File: src/rtl/alu_share_arb.sv
// Round-robin arbiter/sequencer sharing one single-cycle ALU between two requesters.
// Define ALU_ARB_FIXED_PRIO_EN for fixed priority (port 0 always wins contention).
module alu_share_arb #(
    parameter int              DATA_W = 32,
    parameter int              OP_W   = 4,
    parameter logic [OP_W-1:0] MAX_OP = 4'b1100
) (
    input  logic              clk,
    input  logic              rst_n,
    input  logic [1:0]        req_valid,
    output logic [1:0]        req_ready,
    input  logic [DATA_W-1:0] req_a0,
    input  logic [DATA_W-1:0] req_a1,
    input  logic [DATA_W-1:0] req_b0,
    input  logic [DATA_W-1:0] req_b1,
    input  logic [OP_W-1:0]   req_op0,
    input  logic [OP_W-1:0]   req_op1,
    output logic [1:0]        rsp_valid,
    input  logic [1:0]        rsp_ready,
    output logic [DATA_W-1:0] rsp_result,
    output logic              rsp_zero,
    output logic              rsp_neg,
    output logic              rsp_err,
    output logic [DATA_W-1:0] alu_a,
    output logic [DATA_W-1:0] alu_b,
    output logic [OP_W-1:0]   alu_ctrl,
    input  logic [DATA_W-1:0] alu_result,
    input  logic              alu_zero,
    input  logic              alu_neg,
    output logic              busy
);

    typedef enum logic [1:0] {IDLE, EXEC, RESP} state_t;

    state_t state;
    logic   owner;
    logic   grant;
    logic   accept;
`ifndef ALU_ARB_FIXED_PRIO_EN
    logic   last_grant;
`endif

    // grant is only meaningful when at least one req_valid bit is set
    always_comb begin
        grant     = 1'b0;
        req_ready = '0;
`ifdef ALU_ARB_FIXED_PRIO_EN
        grant = ~req_valid[0];
`else
        if (req_valid == 2'b11)
            grant = ~last_grant;
        else
            grant = ~req_valid[0];
`endif
        if (state == IDLE && |req_valid)
            req_ready[grant] = 1'b1;
    end

    assign accept = |(req_valid & req_ready);
    assign busy   = (state != IDLE);

    always_ff @(posedge clk) begin
        if (!rst_n) begin
            state      <= IDLE;
            owner      <= 1'b0;
`ifndef ALU_ARB_FIXED_PRIO_EN
            last_grant <= 1'b1;
`endif
            rsp_valid  <= '0;
            rsp_result <= '0;
            rsp_zero   <= 1'b0;
            rsp_neg    <= 1'b0;
            rsp_err    <= 1'b0;
            alu_a      <= '0;
            alu_b      <= '0;
            alu_ctrl   <= '0;
        end else begin
            case (state)
                IDLE: begin
                    if (accept) begin
                        alu_a      <= grant ? req_a1  : req_a0;
                        alu_b      <= grant ? req_b1  : req_b0;
                        alu_ctrl   <= grant ? req_op1 : req_op0;
                        owner      <= grant;
`ifndef ALU_ARB_FIXED_PRIO_EN
                        last_grant <= grant;
`endif
                        state      <= EXEC;
                    end
                end
                EXEC: begin
                    rsp_result <= alu_result;
                    rsp_zero   <= alu_zero;
                    rsp_neg    <= alu_neg;
                    rsp_err    <= (alu_ctrl > MAX_OP);
                    rsp_valid  <= owner ? 2'b10 : 2'b01;
                    state      <= RESP;
                end
                RESP: begin
                    if (rsp_ready[owner]) begin
                        rsp_valid <= '0;
                        state     <= IDLE;
                    end
                end
                default: state <= IDLE;
            endcase
        end
    end

endmodule
File: config.mk
export PLATFORM = sky130hd
export DESIGN_NAME = alu_share_arb
export DESIGN_NICKNAME = d
export VERILOG_FILES = /design/src/rtl/alu_share_arb.sv
export SDC_FILE = /design/constraint.sdc
export NUM_CORES = 1
export LEC_CHECK = 0
export BUFFER_PORTS_ARGS = -buffer_cell sky130_fd_sc_hd__buf_2
export CAP_MARGIN = 25
export CORE_ASPECT_RATIO = 0.9
export CORE_MARGIN = 4
export CORE_UTILIZATION = 30
export CTS_CLUSTER_SIZE = 10
export DETAILED_ROUTE_END_ITERATION = 6
export PLACE_DENSITY = 0.61
export SLEW_MARGIN = 20
export SYNTH_ARGS = -nofsm -noshare
export SYNTH_HDL_FRONTEND = slang
export SYNTH_SLANG_ARGS = --single-unit
File: constraint.sdc
create_clock -name clk -period 1.53 [get_ports clk]
set_clock_uncertainty 0.2 [all_clocks]
set_input_delay 0.306 -clock clk [delete_from_list [all_inputs] [get_ports clk]]
set_output_delay 0.306 -clock clk [all_outputs]
set_load 0.02 [all_outputs]
After elaboration in Yosys (flattened, before gate mapping)
Index checks and enable logic that the tools add are counted.

Muxes and demuxes: 14. Bitwise logic cells: 3. Divide/modulo/power cells: 0. Equality and inequality tests: 5. Shifts and indexed selects: 0. Multipliers: 0. $lt $le $gt $ge: 4. Add/sub/neg operators: 0. Reduce and logical (&&, ||, !) cells: 10.

Operators by type and width (number): $mux 32 (2); $mux 2 (4); $pmux 2 s3 (1); $reduce_and 2->1 (3); $eq 2x2->1 const B (2); $gt 4x4->1 const B (1); $lt 1x2->1 const B (2); $mux 1 (4); $mux 4 (1); $ne 2x2->1 const B (2); $pmux 2 s2 (1); $reduce_bool 2->1 (2); $reduce_or 2->1 (2); $and 2x2->2 (1); $eq 2x1->1 const B (1); $logic_and 1x1->1 (2); $logic_not 2->1 (1); $not 1->1 (2); $demux 1 s1 (1); $ge 1x1->1 const B (1).

Memories kept: 0. Output and inout port bits: 108. Bits in latches: 0. Input port bits: 176. Bits in read-only memories: 0. Register bits: 109. Memory bits (writable): 0.

Depth between registers and ports, before layout
Depth in word-level cells: 11. Mapped depth: 6. Mapped depth without buffers: 4.

Worst setup path after synthesis
OpenSTA, ideal clock, no wires.

Kind: input to output. Start: input port req_valid[0]. End: output port req_ready[1]. Required time: 1.024 ns. Setup slack: -0.123 ns. Cell stages on the path: 4. Arrival time: 1.147 ns. Path through: buf_2 > buf_4 > clkbuf_1 > a21oi_1.

Word-level cells in the longest chain between the ends: 7.

RTL lines: from (decl) (line 10) `input logic [1:0] req_valid,`; $eq 2x2->1 / $not 1->1 (equally long branches) (line 50, 53); $mux 1 (line 50) `if (req_valid == 2'b11)`; $lt 1x2->1 (not written as such) / $ge 1x1->1 (equally long branches) (line 56) `req_ready[grant] = 1'b1;`; $logic_and 1x1->1 (not written as such) (line 56); $mux 1 (not written as such) (line 56); $demux 1 s1 (line 56); $mux 2 (*) (line 55) `if (state == IDLE && |req_valid)`; to (decl) (line 11) `output logic [1:0] req_ready,`.

Every way passes the cells marked *; elsewhere a longest branch is shown, timed or not.

Worst setup path in the final report
Start: register state[0]. End: output port req_ready[0].

Word-level cells in the longest chain between the ends: 3.

RTL lines: from (decl) (line 35) `state_t state;`; from (signal assigned) (line 64) `state <= IDLE;`; from (signal assigned) (line 88) `state <= EXEC;`; from (signal assigned) (line 97) `state <= RESP;`; $logic_not 2->1 (line 55); $logic_and 1x1->1 (line 55); $mux 2 (line 55).

Every way passes these cells.

==> impl_metrics.py <==
metrics = {
    "routing": {
        "vias": 5687,
        "wire_per_inst_microns": 17.6,
        "remaining_drc_errors": 0,
        "wl_mm": 19.7,
        "vias_per_cell": 5.07,
        "first_iter_violations": 199,
        "ant_nets": 0,
        "dr.pass1.iters": 4,
    },
    "setup_path": {
        "worstPathArrival_ps": 1220,
        "cp-startpoint": "state[0]",
        "worstSetupStartpointType": "register",
        "reg2reg_slack_ps": -180,
        "critPathRequiredTime_ps": 1020,
        "critPathMaxFanout": 4,
        "crit_path_end_kind": "output port",
        "critPathKind": "register to output port",
        "timing.rr.start": "state[0]",
    },
    "sta": {
        "setup_viol": 71,
        "fmax_mhz": 579,
        "slew_headroom_pct": 83.9,
        "fin_crit_sh_pct": 113,
        "hold_violations": 0,
        "tightest_slew_ps": 234,
        "rsz0062_at_grt": "yes",
        "worst_slack_ps": -196,
        "fin_crit_ps": 1730,
        "drv_slew": 0,
    },
    "cells_and_area": {
        "design_area_sq_um": 8110,
        "layout-drive-gt1-share_pct": 40.6,
        "fillers": 1649,
        "area_growth_syn_to_layout_pct": 52.1,
        "finalNetCount": 1059,
        "n_antenna_cell": 0,
        "stdcell_count": 1122,
    },
    "run_status": {
        "violations": "setup timing",
        "status": "finished, violations left",
    },
    "min_path": {
        "hp-start": "alu_result[12]",
        "worstHoldPathType": "primary input to register",
    },
    "placement": {
        "io_buffers": 283,
        "post_dp_cell_area_sq_um": 7170,
        "place_inst": 1064,
        "pre_cts_ws_ps": -96.6,
        "dpl.hpwl_mm": 12.7,
        "routabilityCongestion": 0.790,
    },
    "clock_tree": {
        "cts.htree.levels": 3,
        "cts_tree": "done",
        "cts_made_buffers": 9,
        "cts_sinks": 109,
        "clock_latency_ps": 350,
        "clockBufferDepth": 2,
        "clockRootBuffer": "clkbuf_16",
        "cts.clk_slew.worst_paths_ps": 70,
    },
    "power": {
        "p_clk_share_pct": 24.0,
        "leakage_nw": 4.07,
        "power_switching_share_pct": 33.9,
        "pwr_density_cell_nw_per_um2": 1130,
        "p_seq_share_pct": 37.5,
        "p_int_mw": 6.07,
        "comb_power_share_pct": 38.5,
        "p_switching_mw": 3.11,
        "ir_drop_mv": 0.559,
    },
    "floorplanning": {
        "rows": 45,
        "core_area_sq_um": 17200,
        "die_area_sq_um": 20000,
        "die_h_microns": 134,
        "die_w_microns": 149,
        "io_pins": 284,
        "initial_utilization_pct": 31.1,
    },
    "synthesis": {
        "syn_nets": 762,
        "synth_area_sq_um": 5330,
        "syn_inst": 586,
        "synth_area_leaders": "dfxtp_1 41%, a21boi_0 15%, o311a_1 13%",
        "synth_top_cell_by_area": "dfxtp_1",
        "synth-main-ff-cell": "dfxtp_1",
        "seq_area_frac_synth_pct": 40.9,
        "avgSynthCellArea_sq_um": 9.10,
        "ys_ff_latch": 109,
        "ys_warn_count": 0,
        "synthArstFlopShare_pct": 0,
        "synth_edf_count": 0,
        "yosysUniqueCellTypes": 27,
        "yosysTopAreaCellShare_pct": 40.9,
    },
    "global_routing": {
        "grt_antenna_before_repair": 0,
        "grt_max_degree": 75,
        "globalRoute.totalOverflow": 0,
        "grt_use_total_pct": 18.2,
        "grt_pass1_wl_mm": 29.4,
        "grt_pass1_vias": 5534,
    },
    "job": {
        "cap_violations": 0,
    },
}
-- cells by family after synthesis --
| family | after synthesis | share of synthesized area [%] |
|---|---|---|
| AOI/OAI and AO/OA | 252 | 38.5 |
| and+or+nand+nor | 151 | 14.4 |
| DFF | 109 | 40.9 |
| buffers and inverters | 73 | 6.05 |
| muxes | 1 | 0.188 |
-- layout make-up --
class                   instances  area, sq um  area share, %
inverters                       1         3.75         0.0463
flip-flops and latches        109         2190           26.9
repair buffers                357         2480           30.6
clock inverters                 5         36.3          0.447
clock buffers                  10          229           2.82
multi-input cells             405         2890           35.6
well taps                     235          294           3.62
-- synthesized netlist by cell type, types with 2 or more instances --
cell,instances
a21boi_0,104
a21oi_1,3
and3_1,69
buf_2,21
buf_6,2
clkbuf_1,45
clkbuf_2,3
dfxtp_1,109
nand2_1,73
nand2b_1,2
nor2_1,2
nor2b_1,2
o21ai_0,3
o21bai_1,68
o311a_1,68
-- final timing paths --
kind / to / cells past startpoint
worst min-delay path: rsp_result[12] / 3
worst max-delay path: req_ready[0] / 4
worst max register to register: alu_a[21] / 5
worst min register to register: rsp_result[12] / 2
-- worst max-delay path, cell delays in order (launching register included) --
cell and delay, ps:
dfxtp_2 340, nor2_4 150, buf_6 110, and3_4 170, buf_6 110
-- through the flow --
step / hold WS (ps) / TNS (ps) / util, % / total power, mW
final: 14.3 / -9180 / 47.2 / 9.18
after floorplan: 251 / -619 / - / 5.35
after detailed placement: 254 / -3050 / 41.7 / 6.50
after CTS: 1.87 / -10200 / 46.4 / 9.17
after global placement: 248 / -2520 / 41.7 / 6.50
after global routing: 8.74 / -13090 / 47.2 / 9.70
-- flip-flops by register name, summed over array words and instances, names as in the netlist --
register	cells
alu_a	32
alu_b	32
rsp_result	32
alu_ctrl	4
rsp_valid	2
state	2
last_grant	1
owner	1
rsp_err	1
rsp_neg	1
rsp_zero	1
-- routing by layer --
metal  wire length [microns]  vias up  global-route usage, %  part of all wire (%)
li1                        -     2778                      -                     -
met1                    8590     2680                   23.4                    44
met2                    9330      213                   30.5                    47
met3                    1550       16                   4.93                   7.9
met4                     231        0                   4.05                   1.2
met5                       0        -                      0                     0
-- power by group through the flow --
| stage | registers [mW] | clock network [mW] | logic (mW) |
|---|---|---|---|
| finish | 3.44 | 2.20 | 3.54 |
| global route | 3.50 | 2.39 | 3.81 |
| CTS | 3.45 | 2.29 | 3.43 |
| detailed placement | 3.51 | 0 | 2.99 |
| global placement | 3.51 | 0 | 3.00 |
| floorplan | 3.98 | 0 | 1.37 |
-- repair_timing --
item                                    4_1_cts  5_1_grt
buffers inserted                              5        2
pin swaps                                     1        0
hold endpoints to repair                     24        0
gates cloned                                  7        5
resized for setup                            17       12
hold buffers                                 24        0
endpoints found under the setup margin       73       91
-- cells in the final DEF, fill, tap and decap left out, types with 2 or more instances in the layout --
| cell | synthesis | layout |
|---|---|---|
| clkinv_2 | 0 | 2 |
| buf_2 | 21 | 278 |
| o21ai_4 | 0 | 2 |
| and3_1 | 69 | 68 |
| nor2_4 | 1 | 2 |
| nand2_1 | 73 | 73 |
| dfxtp_1 | 109 | 106 |
| clkbuf_16 | 0 | 12 |
| buf_12 | 0 | 14 |
| o21bai_1 | 68 | 68 |
| dlygate4sd3_1 | 0 | 24 |
| buf_4 | 1 | 21 |
| a21boi_0 | 104 | 98 |
| bufbuf_16 | 0 | 5 |
| a21oi_1 | 3 | 2 |
| buf_6 | 2 | 9 |
| buf_16 | 0 | 2 |
| dfxtp_2 | 0 | 3 |
| o311a_1 | 68 | 68 |
| inv_6 | 0 | 2 |
| o21ai_0 | 3 | 3 |
| a21boi_1 | 0 | 6 |
Note: power is estimated with default switching activity, not from simulation.
